## src/rtl/imem_loader_pkg.sv

```systemverilog
// Shared types and constants for the instruction-memory boot loader.
package imem_loader_pkg;

  typedef enum logic [2:0] {
    HDR0,
    HDR1,
    DATA,
    CSUM,
    DONE,
    ERR
  } state_e;

  localparam int unsigned HDR_BYTES           = 2;
  localparam int unsigned BYTES_PER_WORD      = 4;
  localparam int unsigned DEFAULT_DEPTH_WORDS = 1024;

endpackage

```

## src/rtl/le_word_packer.sv

```systemverilog
// Packs accepted bytes little-endian into 32-bit words; word_valid on the 4th byte.
module le_word_packer (
  input  logic        clk,
  input  logic        reset,
  input  logic [7:0]  byte_in,
  input  logic        byte_en,
  output logic        word_valid,
  output logic [31:0] word_out
);

  logic [1:0]  cnt_q, cnt_d;
  logic [31:0] lanes_q, lanes_d;

  always_comb begin
    cnt_d      = cnt_q;
    lanes_d    = lanes_q;
    word_out   = lanes_q;
    word_valid = 1'b0;
    if (byte_en) begin
      case (cnt_q)
        2'd0:    word_out[7:0]   = byte_in;
        2'd1:    word_out[15:8]  = byte_in;
        2'd2:    word_out[23:16] = byte_in;
        default: word_out[31:24] = byte_in;
      endcase
      lanes_d    = word_out;
      cnt_d      = cnt_q + 2'd1;
      word_valid = (cnt_q == 2'd3);
    end
  end

  always_ff @(posedge clk) begin
    if (reset) begin
      cnt_q   <= '0;
      lanes_q <= '0;
    end else begin
      cnt_q   <= cnt_d;
      lanes_q <= lanes_d;
    end
  end

endmodule

```

## src/rtl/imem_loader.sv

```systemverilog
// Boot loader: header parse, word writes to instruction memory, core hold.
// Optional trailing XOR checksum byte enabled by IMEM_LOADER_CHECKSUM_EN.
module imem_loader
  import imem_loader_pkg::*;
#(
  parameter int unsigned DEPTH_WORDS = DEFAULT_DEPTH_WORDS,
  parameter int unsigned ADDR_W      = 10
) (
  input  logic              clk,
  input  logic              reset,
  input  logic [7:0]        rx_data,
  input  logic              rx_valid,
  output logic              rx_ready,
  output logic              mem_we,
  output logic [ADDR_W-1:0] mem_addr,
  output logic [31:0]       mem_wdata,
  output logic              core_hold,
  output logic              done,
  output logic              error
);

  localparam logic [16:0] DEPTH_LIM = 17'(DEPTH_WORDS);
`ifdef IMEM_LOADER_CHECKSUM_EN
  localparam state_e FINAL_ST = CSUM;
`else
  localparam state_e FINAL_ST = DONE;
`endif

  state_e            state_q, state_d;
  logic [7:0]        cnt_lo_q, cnt_lo_d;
  logic [15:0]       n_q, n_d;
  logic [ADDR_W:0]   idx_q, idx_d;
  logic              mem_we_q, mem_we_d;
  logic [ADDR_W-1:0] mem_addr_q, mem_addr_d;
  logic [31:0]       mem_wdata_q, mem_wdata_d;
`ifdef IMEM_LOADER_CHECKSUM_EN
  logic [7:0]        csum_q, csum_d;
`endif

  logic        accept;
  logic        byte_en;
  logic        word_valid;
  logic [31:0] packed_word;
  logic [15:0] n_hdr;

  assign rx_ready  = !reset && (state_q inside {HDR0, HDR1, DATA, CSUM});
  assign accept    = rx_valid && rx_ready;
  assign byte_en   = accept && (state_q == DATA);
  assign n_hdr     = {rx_data, cnt_lo_q};
  assign mem_we    = mem_we_q;
  assign mem_addr  = mem_addr_q;
  assign mem_wdata = mem_wdata_q;
  assign done      = (state_q == DONE);
  assign error     = (state_q == ERR);
  assign core_hold = ~done;

  le_word_packer u_packer (
    .clk        (clk),
    .reset      (reset),
    .byte_in    (rx_data),
    .byte_en    (byte_en),
    .word_valid (word_valid),
    .word_out   (packed_word)
  );

  always_comb begin
    state_d     = state_q;
    cnt_lo_d    = cnt_lo_q;
    n_d         = n_q;
    idx_d       = idx_q;
    mem_we_d    = 1'b0;
    mem_addr_d  = mem_addr_q;
    mem_wdata_d = mem_wdata_q;
`ifdef IMEM_LOADER_CHECKSUM_EN
    csum_d      = csum_q;
    if (byte_en) csum_d = csum_q ^ rx_data;
`endif
    case (state_q)
      HDR0: if (accept) begin
        cnt_lo_d = rx_data;
        state_d  = HDR1;
      end
      HDR1: if (accept) begin
        n_d = n_hdr;
        if ({1'b0, n_hdr} > DEPTH_LIM) state_d = ERR;
        else if (n_hdr == 16'd0)       state_d = FINAL_ST;
        else                           state_d = DATA;
      end
      DATA: if (word_valid) begin
        mem_we_d    = 1'b1;
        mem_addr_d  = idx_q[ADDR_W-1:0];
        mem_wdata_d = packed_word;
        idx_d       = idx_q + (ADDR_W+1)'(1);
        // idx_q is one bit wider than the address so N = DEPTH_WORDS ends cleanly
        if (32'(idx_q) + 32'd1 == 32'(n_q)) state_d = FINAL_ST;
      end
`ifdef IMEM_LOADER_CHECKSUM_EN
      CSUM: if (accept) state_d = (rx_data == csum_q) ? DONE : ERR;
`endif
      default: ;
    endcase
  end

  always_ff @(posedge clk) begin
    if (reset) begin
      state_q     <= HDR0;
      cnt_lo_q    <= '0;
      n_q         <= '0;
      idx_q       <= '0;
      mem_we_q    <= 1'b0;
      mem_addr_q  <= '0;
      mem_wdata_q <= '0;
`ifdef IMEM_LOADER_CHECKSUM_EN
      csum_q      <= '0;
`endif
    end else begin
      state_q     <= state_d;
      cnt_lo_q    <= cnt_lo_d;
      n_q         <= n_d;
      idx_q       <= idx_d;
      mem_we_q    <= mem_we_d;
      mem_addr_q  <= mem_addr_d;
      mem_wdata_q <= mem_wdata_d;
`ifdef IMEM_LOADER_CHECKSUM_EN
      csum_q      <= csum_d;
`endif
    end
  end

endmodule

```

## config.mk

```make
export PLATFORM = sky130hd
export DESIGN_NAME = imem_loader
export DESIGN_NICKNAME = d
export VERILOG_FILES = /design/src/rtl/imem_loader_pkg.sv /design/src/rtl/le_word_packer.sv /design/src/rtl/imem_loader.sv
export SDC_FILE = /design/constraint.sdc
export NUM_CORES = 1
export LEC_CHECK = 0
export ABC_AREA = 1
export CAP_MARGIN = 40
export CELL_PAD_IN_SITES_DETAIL_PLACEMENT = 1
export CELL_PAD_IN_SITES_GLOBAL_PLACEMENT = 1
export CORE_MARGIN = 5
export CORE_UTILIZATION = 40
export CTS_CLUSTER_DIAMETER = 150
export CTS_CLUSTER_SIZE = 12
export DETAILED_ROUTE_END_ITERATION = 8
export GPL_TIMING_DRIVEN = 0
export PLACE_DENSITY = 0.82
export SYNTH_ARGS = -nofsm -noshare
export SYNTH_HDL_FRONTEND = slang
export SYNTH_SLANG_ARGS = --single-unit
```

## constraint.sdc

```tcl
create_clock -name clk -period 3.02 [get_ports clk]
set_clock_uncertainty 0.15 [all_clocks]
set_input_delay 0.755 -clock clk [delete_from_list [all_inputs] [get_ports clk]]
set_output_delay 0.755 -clock clk [all_outputs]
set_load 0.01 [all_outputs]
```

=== Word level (Yosys, flattened, before mapping) ===
Index checks and enable logic that the tools add are counted.

* Register bits: 115
* Input port bits: 11
* Output and inout bits: 47

* Add/subtract/negate cells: 3
* $lt $le $gt $ge: 1
* Eq/ne operators: 13
* Multiplexer cells: 14
* Bitwise gates (word level): 2
* Reductions and logical operators: 15

{| class="wikitable"
|+ Operators by type and width
! kind !! number
|-
| $mux 32 || 1
|-
| $mux 8 || 4
|-
| $mux 3 || 6
|-
| $eq 12x16->1 || 1
|-
| $gt 16x11->1 const B || 1
|-
| $logic_not 16->1 || 1
|-
| $add 11x1->12 const B || 1
|-
| $add 11x1->11 const B || 1
|-
| $pmux 3 s3 || 1
|-
| $eq 3x2->1 const B || 2
|-
| $eq 3x3->1 const B || 2
|-
| $reduce_and 2->1 || 3
|-
| $reduce_and 5->1 || 1
|-
| $eq 2x2->1 const B || 2
|-
| $ne 2x1->1 const B || 2
|-
| $ne 2x2->1 const B || 2
|-
| $reduce_bool 4->1 || 1
|-
| $eq 3x1->1 const B || 1
|-
| $logic_and 1x1->1 || 3
|-
| $logic_not 3->1 || 1
|-
| $reduce_bool 3->1 || 1
|-
| $reduce_or 3->1 || 1
|-
| $add 2x1->2 const B || 1
|-
| $eq 2x1->1 const B || 1
|-
| 5 further kinds || 7
|}

=== Logic depth before layout (Yosys ltp) ===
Gate-level depths: netlist of the first run.

* Depth in word-level cells: 8
* Gate-level depth with buffers: 16

=== Hierarchy ===
From an unflattened synthesis of the first run, not the netlist that was laid out.

* Cell total of the unflattened synthesis: 751
* Area total of the unflattened synthesis: 5261.3 µm²

{| class="wikitable"
|+ By module, submodules not included
! module !! instances !! cells each !! area an instance (µm²) !! seq. area each (µm²)
|-
| imem_loader || 1 || 483 || 3410.8 || 1621.6
|-
| le_word_packer || 1 || 268 || 1850.5 || 680.7
|}

=== Worst setup path after synthesis of the first run ===
Ideal clock, no wire load.

* Path kind: input-to-reg
* Start point: input reset
* End point: register state_q[2]
* Library setup time: 0.111 ns
* Data arrival time: 1.999 ns
* Setup slack: 0.760 ns
* Stages on the path: 12
* Buffers on the path: 1
* Path through: buf_2 nor2_4 nand3_2 nor2_4 nand3_1 nor2_1 nand2_1 nor2_1 nand3_1 nand2_2 and2_1 nor2_1

* Longest elaborated chain between the ends: 7
* Elaborated cells on any way between the ends: 9
* Those cells by class: eq/ne (3); mux (1); reduce/logical (5)

{| class="wikitable"
|+ RTL lines
! item !! RTL line !! RTL
|-
| start, declared || imem_loader.sv:10 || <nowiki>input logic reset,</nowiki>
|-
| $logic_not 1->1 (*) || imem_loader.sv:46 || <nowiki>assign rx_ready = !reset && (state_q inside {HDR0, HDR1, DATA, CSUM});</nowiki>
|-
| $logic_and 1x1->1 (*) || imem_loader.sv:46 ||
|-
| named net rx_ready || imem_loader.sv:13 || <nowiki>output logic rx_ready,</nowiki>
|-
| $logic_and 1x1->1 (*) || imem_loader.sv:47 || <nowiki>assign accept = rx_valid && rx_ready;</nowiki>
|-
| $logic_and 1x1->1 || imem_loader.sv:48 || <nowiki>assign byte_en = accept && (state_q == DATA);</nowiki>
|-
| $mux 1 || le_word_packer.sv:19 || <nowiki>if (byte_en) begin</nowiki>
|-
| $ne 2x1->1 (no line) || n/a ||
|-
| $reduce_and 5->1 (no line) (*) || n/a ||
|-
| end signal, assigned || imem_loader.sv:117 || <nowiki>state_q <= state_d;</nowiki>
|-
| end, declared || imem_loader.sv:29 || <nowiki>state_e state_q, state_d;</nowiki>
|}

Mark *: on every way through the listed nets, which the timed path passes. The rest lies on a longest branch.
A chain may end at the register's enable or synchronous reset.

=== Worst setup path in the final report of the first run ===
* Start point: input reset
* End point: output rx_ready

* Longest elaborated chain between the ends: 2

{| class="wikitable"
|+ RTL lines
! item !! RTL line
|-
| $logic_not 1->1 || imem_loader.sv:46
|-
| $logic_and 1x1->1 || imem_loader.sv:46
|-
| end, declared || imem_loader.sv:13
|}

Every way passes these cells.

==> results of run 1 <==
-- where the power goes --
group	internal, mW	total, mW	switching [mW]
combinational	0.0549	0.169	0.115
clock	1.34	2.07	0.727
sequential	1.54	1.55	0.0143
-- placed cells by master (no fill, tap or decap), types with 4 or more instances in the layout --
cell	n
buf_2	6
a21oi_1	78
buf_4	4
ha_1	6
clkbuf_1	22
dfxtp_1	115
o21ai_0	80
nand4_1	5
inv_1	97
nor2_1	69
nand2_1	107
o21a_1	32
clkdlybuf4s50_1	56
clkbuf_16	17
nand3_1	20
-- kinds of logic (layout without fill, tap and decap cells) --
family | after synthesis | count (layout) | share of synthesized area
buffers and inverters | 128 | 216 | 0.105
flip-flops | 115 | 115 | 0.482
adder cells (fa/ha/maj) | 6 | 6 | 0.0157
AND/OR/NAND/NOR | 209 | 209 | 0.179
AO/OA/AOI/OAI | 192 | 192 | 0.218
-- cells in the mapped netlist --
cell type	instances	area (um^2)
a21oi_1	78	390
a22oi_1	1	7.51
and2_1	1	6.26
buf_2	6	30.0
buf_4	4	30.0
clkbuf_1	21	78.8
dfxtp_1	115	2300
ha_1	6	75.1
inv_1	97	364
nand2_1	107	402
nand2_2	1	6.26
nand3_1	20	100
nand3_2	1	10.0
nand3b_1	2	15.0
nand4_1	5	31.3
nor2_1	69	259
nor2_4	2	22.5
nor3_1	1	5.00
o21a_1	32	240
o21ai_0	80	400
o21ai_1	1	5.00
-- metal layers --
layer | routed length (um) | vias to the layer above | global-route usage
met3 | 623 | 33 | 0.0508
met2 | 7810 | 84 | 0.397
li1 | - | 2228 | -
met1 | 6160 | 2246 | 0.243
met4 | 311 | 0 | 0.0802
met5 | 0 | - | 0
-- worst min-delay path by stage --
| stage | endpoint | depth (start not counted) |
|---|---|---|
| floorplan | cnt_lo_q[7] | 2 |
| global placement | mem_addr[0] | 2 |
| detailed placement | mem_addr[0] | 2 |
| CTS | mem_addr[0] | 2 |
| global route | mem_addr[0] | 2 |
| finish | mem_addr[0] | 2 |
-- state kept, by name (all words and copies together), names as in the netlist --
signal            count
cnt_lo_q              8
idx_q                11
mem_addr             10
mem_wdata            32
mem_we                1
n_q                  16
state_q               3
u_packer.cnt_q        2
u_packer.lanes_q     32
-- area by class of cell --
type	instances	area, um^2	area share
tap	147	184	0.0300
clock inverter	12	154	0.0251
timing repair buffer	56	561	0.0914
inverter	97	364	0.0593
buffer	31	139	0.0226
sequential	115	2300	0.375
multi-input combinational	407	1980	0.322
clock buffer	20	457	0.0744
-- tightest hold or removal path: cells and delay by family, from the launching register on --
kind,cells,cell delay [ns]
AND/OR/NAND/NOR,1,0.06
AO/OA/AOI/OAI,1,0.05
flip-flops,1,0.31
-- per-stage QoR --
step	utilization	area, um^2	std cells
after CTS	0.517	6140	885
after global routing	0.517	6140	885
after floorplan	-	4780	650
after global placement	0.466	5530	853
after detailed placement	0.466	5530	853
final	0.517	6140	885
==> run metrics, run 1 <==
fmax=386 MHz; fin crit period=about 2.6 ns; die footprint=~14,000 um^2; Seq cells post-synth=115; Layout area overhead=28.3%; worst r2r dst=state_q[2]; pwr dens=618 nW/um^2; crit path cell chain=buf_2 -> nor2_4 -> clkdlybuf4s50_1; Finish-stage setup viols=0; initial antenna violation count=0; GRT Total Usage=0.217; post-synthesis sequential area ratio=0.482; Worst Setup Start Kind=primary input; Worst path depth=3; via count=4,591; GP Congestion=between 0.8 and 0.9; drt first-iter violations=between 150 and 200; Leak=2.43 nW; Final Total Pwr=3.79 mW; reg2reg setup slack=about 0.72 ns; row count=40; Critical R2R Launch=idx_q[0]; Hold Path Class=register to register; First-pass DRT Iterations=4; starting density of the core=0.403; synth unique cells=21; DIE WIDTH=roughly 120 um; Final HPWL DP=10,400 um; Ports=58; Layout Nets=roughly 740; final number of max-transition violations=0; CTS root buf=clkbuf_16; Critical Path AT=~1.7 ns; WL final=14,900 um; Crit. End Element=primary output; final hold slack=0.316 ns; Mapped Avg Cell Area=~7.4 um^2; Core ar.=about 12,000 um^2; crit path launch=reset; GRT Residual Overflow=0; worst-path fanout max=10; RSZ-0062 raised after global routing=false; Via density=around 5.2; setup ws final=between 0.4 and 0.5 ns; CP peak stage delay=between 0.5 and 0.6 ns; Max Root-Sink Buffers=2; Synth Warn #=0; CTS tree=yes; Clock Pin Slew Worst Setup and Hold Paths=0.05 ns; period utilization=0.859; synthesized instance count=650; required time of the critical path=2.11 ns; setup TNS=0 ns; outcome=finished clean; first-pass GRT wire length=about 24,000 um; Worst path slowest cell=clkdlybuf4s50_1; H-tree depth=4; # DRC=0; Buf+Inv Stages, Crit Path=2; WL per Instance=approximately 17 um; Skew-Pair Late Insertion Delay=roughly 0.42 ns; Mapped Nets=667; Slew HR=0.640; share of cells above drive strength 1=0.0610; Crit Path Category=primary input to primary output; max-cap viol count=0; vias in the first global route=slightly below 5k; Die Y=119 um; peak supply drop=384 uV; Fillers=1,441; HP Start=mem_addr[0]; Final Hold Violating Endpoints=0; FF-to-FF path depth=15; crit path capture=rx_ready; post-CTS sizing=0; worst-margin pin slew=around 0.54 ns; clk sinks=115; Ant. Diodes=0; post-synthesis cell area=4780 um^2; setup repair bufs after CTS=0; hold_buf cts=0; IO buf count=56; Inserted Clock Buffers=17; family of cells with the greatest summed delay on the critical path=buffers and inverters; largest net degree at the start of global routing=17; dpl ws=approximately 0.065 ns; Post-DRT Antenna Nets=0
Note: power is estimated with default switching activity, not from simulation.
==> run 2, diff against run 1 <==
--- a/config.mk
+++ b/config.mk
@@ -16,6 +16,7 @@
 export DETAILED_ROUTE_END_ITERATION = 8
 export GPL_TIMING_DRIVEN = 0
 export PLACE_DENSITY = 0.82
+export SLEW_MARGIN = 20
 export SYNTH_ARGS = -nofsm -noshare
 export SYNTH_HDL_FRONTEND = slang
 export SYNTH_SLANG_ARGS = --single-unit
==> results of run 2 <==
Final layout, timing and power as in run 1 (identical DEF).
==> run 3, diff against run 2 <==
--- a/config.mk
+++ b/config.mk
@@ -6,10 +6,10 @@
 export NUM_CORES = 1
 export LEC_CHECK = 0
 export ABC_AREA = 1
+export ABC_CLOCK_PERIOD_IN_PS = 3020
 export CAP_MARGIN = 40
 export CELL_PAD_IN_SITES_DETAIL_PLACEMENT = 1
 export CELL_PAD_IN_SITES_GLOBAL_PLACEMENT = 1
-export CORE_MARGIN = 5
 export CORE_UTILIZATION = 40
 export CTS_CLUSTER_DIAMETER = 150
 export CTS_CLUSTER_SIZE = 12
==> run metrics, run 3 (synthesis gave the netlist of run 1 again) <==
Final HPWL DP=about 10,000 um; vias in the first global route=roughly 4.8k; sw frac=0.234; Leak=about 2.4 nW; outcome=complete, but fails checks; worst r2r dst=state_q[2]; period utilization=0.844; CTS root buf=clkbuf_16; IO buf count=56; max-cap viol count=0; starting density of the core=0.415; Logic pwr share=0.044; Core ar.=approximately 12,000 um^2; HP Start=cnt_lo_q[7]; die footprint=~12,000 um^2; largest net degree at the start of global routing=17; Int Power=around 2.9 mW; Skew-Pair Late Insertion Delay=between 0.4 and 0.5 ns; peak supply drop=approximately 440 uV; final number of max-transition violations=0; Worst Setup Start Kind=primary input; row count=39; Finish-stage setup viols=0; fin crit period=~2.5 ns; WL per Instance=16.0 um; First-pass DRT Iterations=6; via count=4,463; failing checks=design-rule violations; H-tree depth=4; Max Root-Sink Buffers=2; share of cells above drive strength 1=0.0610; Reg power frac=0.411; Final Hold Violating Endpoints=0; drt first-iter violations=200; Critical R2R Launch=idx_q[0]; fmax=392 MHz; pwr dens=618 nW/um^2; Via density=roughly 5.1; CTS tree=yes; hold-critical path endpoint=n_q[7]; Post-DRT Antenna Nets=0; clock share of power=0.546; clk sinks=about 120; reg2reg setup slack=just under 0.7 ns; Layout Nets=~740; Critical Path AT=1.64 ns; worst-margin pin slew=between 0.4 and 0.5 ns; Slew HR=0.671; commonest non-fill, non-tap cell in the layout=dfxtp_1; Inserted Clock Buffers=17; RSZ-0062 raised after global routing=false; switching power=0.884 mW; initial antenna violation count=0; hold_buf cts=0; Ports=slightly below 60; DIE WIDTH=around 110 um; Clock Pin Slew Worst Setup and Hold Paths=~0.060 ns; hold path depth=2; GRT Residual Overflow=0; Crit Path Category=primary input to primary output; first-pass GRT wire length=around 24,000 um; GP Congestion=~0.8; Layout area overhead=28.1%; Fillers=1,448; WL final=14,100 um; most frequent cells in the layout=dfxtp_1 (115), nand2_1 (107), inv_1 (97); Crit. End Element=primary output; Hold Path Class=register to register; post-CTS sizing=0; setup repair bufs after CTS=0; # DRC=4; final core utilization=0.532; setup TNS=0 ns; Die Y=between 100 and 150 um; Ant. Diodes=0; FF-to-FF path depth=15; GRT Total Usage=0.244; worst-path fanout max=10; required time of the critical path=around 2.1 ns
run 3: cell types whose count changed in the layout (fill, tap and decap cells not counted), sizes merged:
cell,delta
clkinvlp,+1
inv,+3
clkinv,-2
clkbuf,-2
run 3: metal layers:
metal  global-route usage  up-vias  part of all wire
met5                    0        -                 0
li1                     -     2233                 -
met1                0.283     2134              0.44
met2                0.430       74              0.51
met4               0.0982        0             0.019
met3               0.0601       22             0.033
run 3: critical path: stages:
cell	delay (ns)
buf_2	0.20
nor2_4	0.14
clkdlybuf4s50_1	0.55
run 3: final cells by class:
class / count / area [um^2] / area share
Buffer: 31 / 139 / 0.0227
Clock buffer: 18 / 429 / 0.0701
Clock inverter: 14 / 176 / 0.0288
Inverter: 97 / 364 / 0.0594
Multi-Input combinational cell: 407 / 1980 / 0.323
Sequential cell: 115 / 2300 / 0.376
Tap cell: 143 / 179 / 0.0292
Timing Repair Buffer: 56 / 561 / 0.0915
run 3: per-stage QoR:
stage	std cells	hold WS [ns]	power, mW	worst slack, ns	area [um^2]
after floorplan	650	0.299	1.68	0.760	4780
after global placement	849	0.325	1.74	0.123	5520
after detailed placement	849	0.337	1.75	0.0967	5520
after CTS	881	0.344	3.82	0.434	6130
after global routing	881	0.370	3.91	0.359	6130
final	881	0.336	3.79	0.471	6130
run 3: power groups by stage:
stage	Combinational (mW)	Clock, mW	Sequential, mW
after floorplan	0.100	0	1.58
after global placement	0.159	0	1.59
after detailed placement	0.164	0	1.59
after CTS	0.167	2.10	1.55
after global routing	0.186	2.17	1.56
final	0.166	2.07	1.55
run 3: worst max-delay path by stage:
stage	slack, ns	end	depth (start not counted)	startpoint
after CTS	0.43	error	3	state_q[2]
after global placement	0.12	state_q[2]	11	rx_valid
after detailed placement	0.1	state_q[2]	11	rx_valid
final	0.47	rx_ready	3	reset
after floorplan	0.76	state_q[2]	12	reset
after global routing	0.36	error	5	state_q[0]
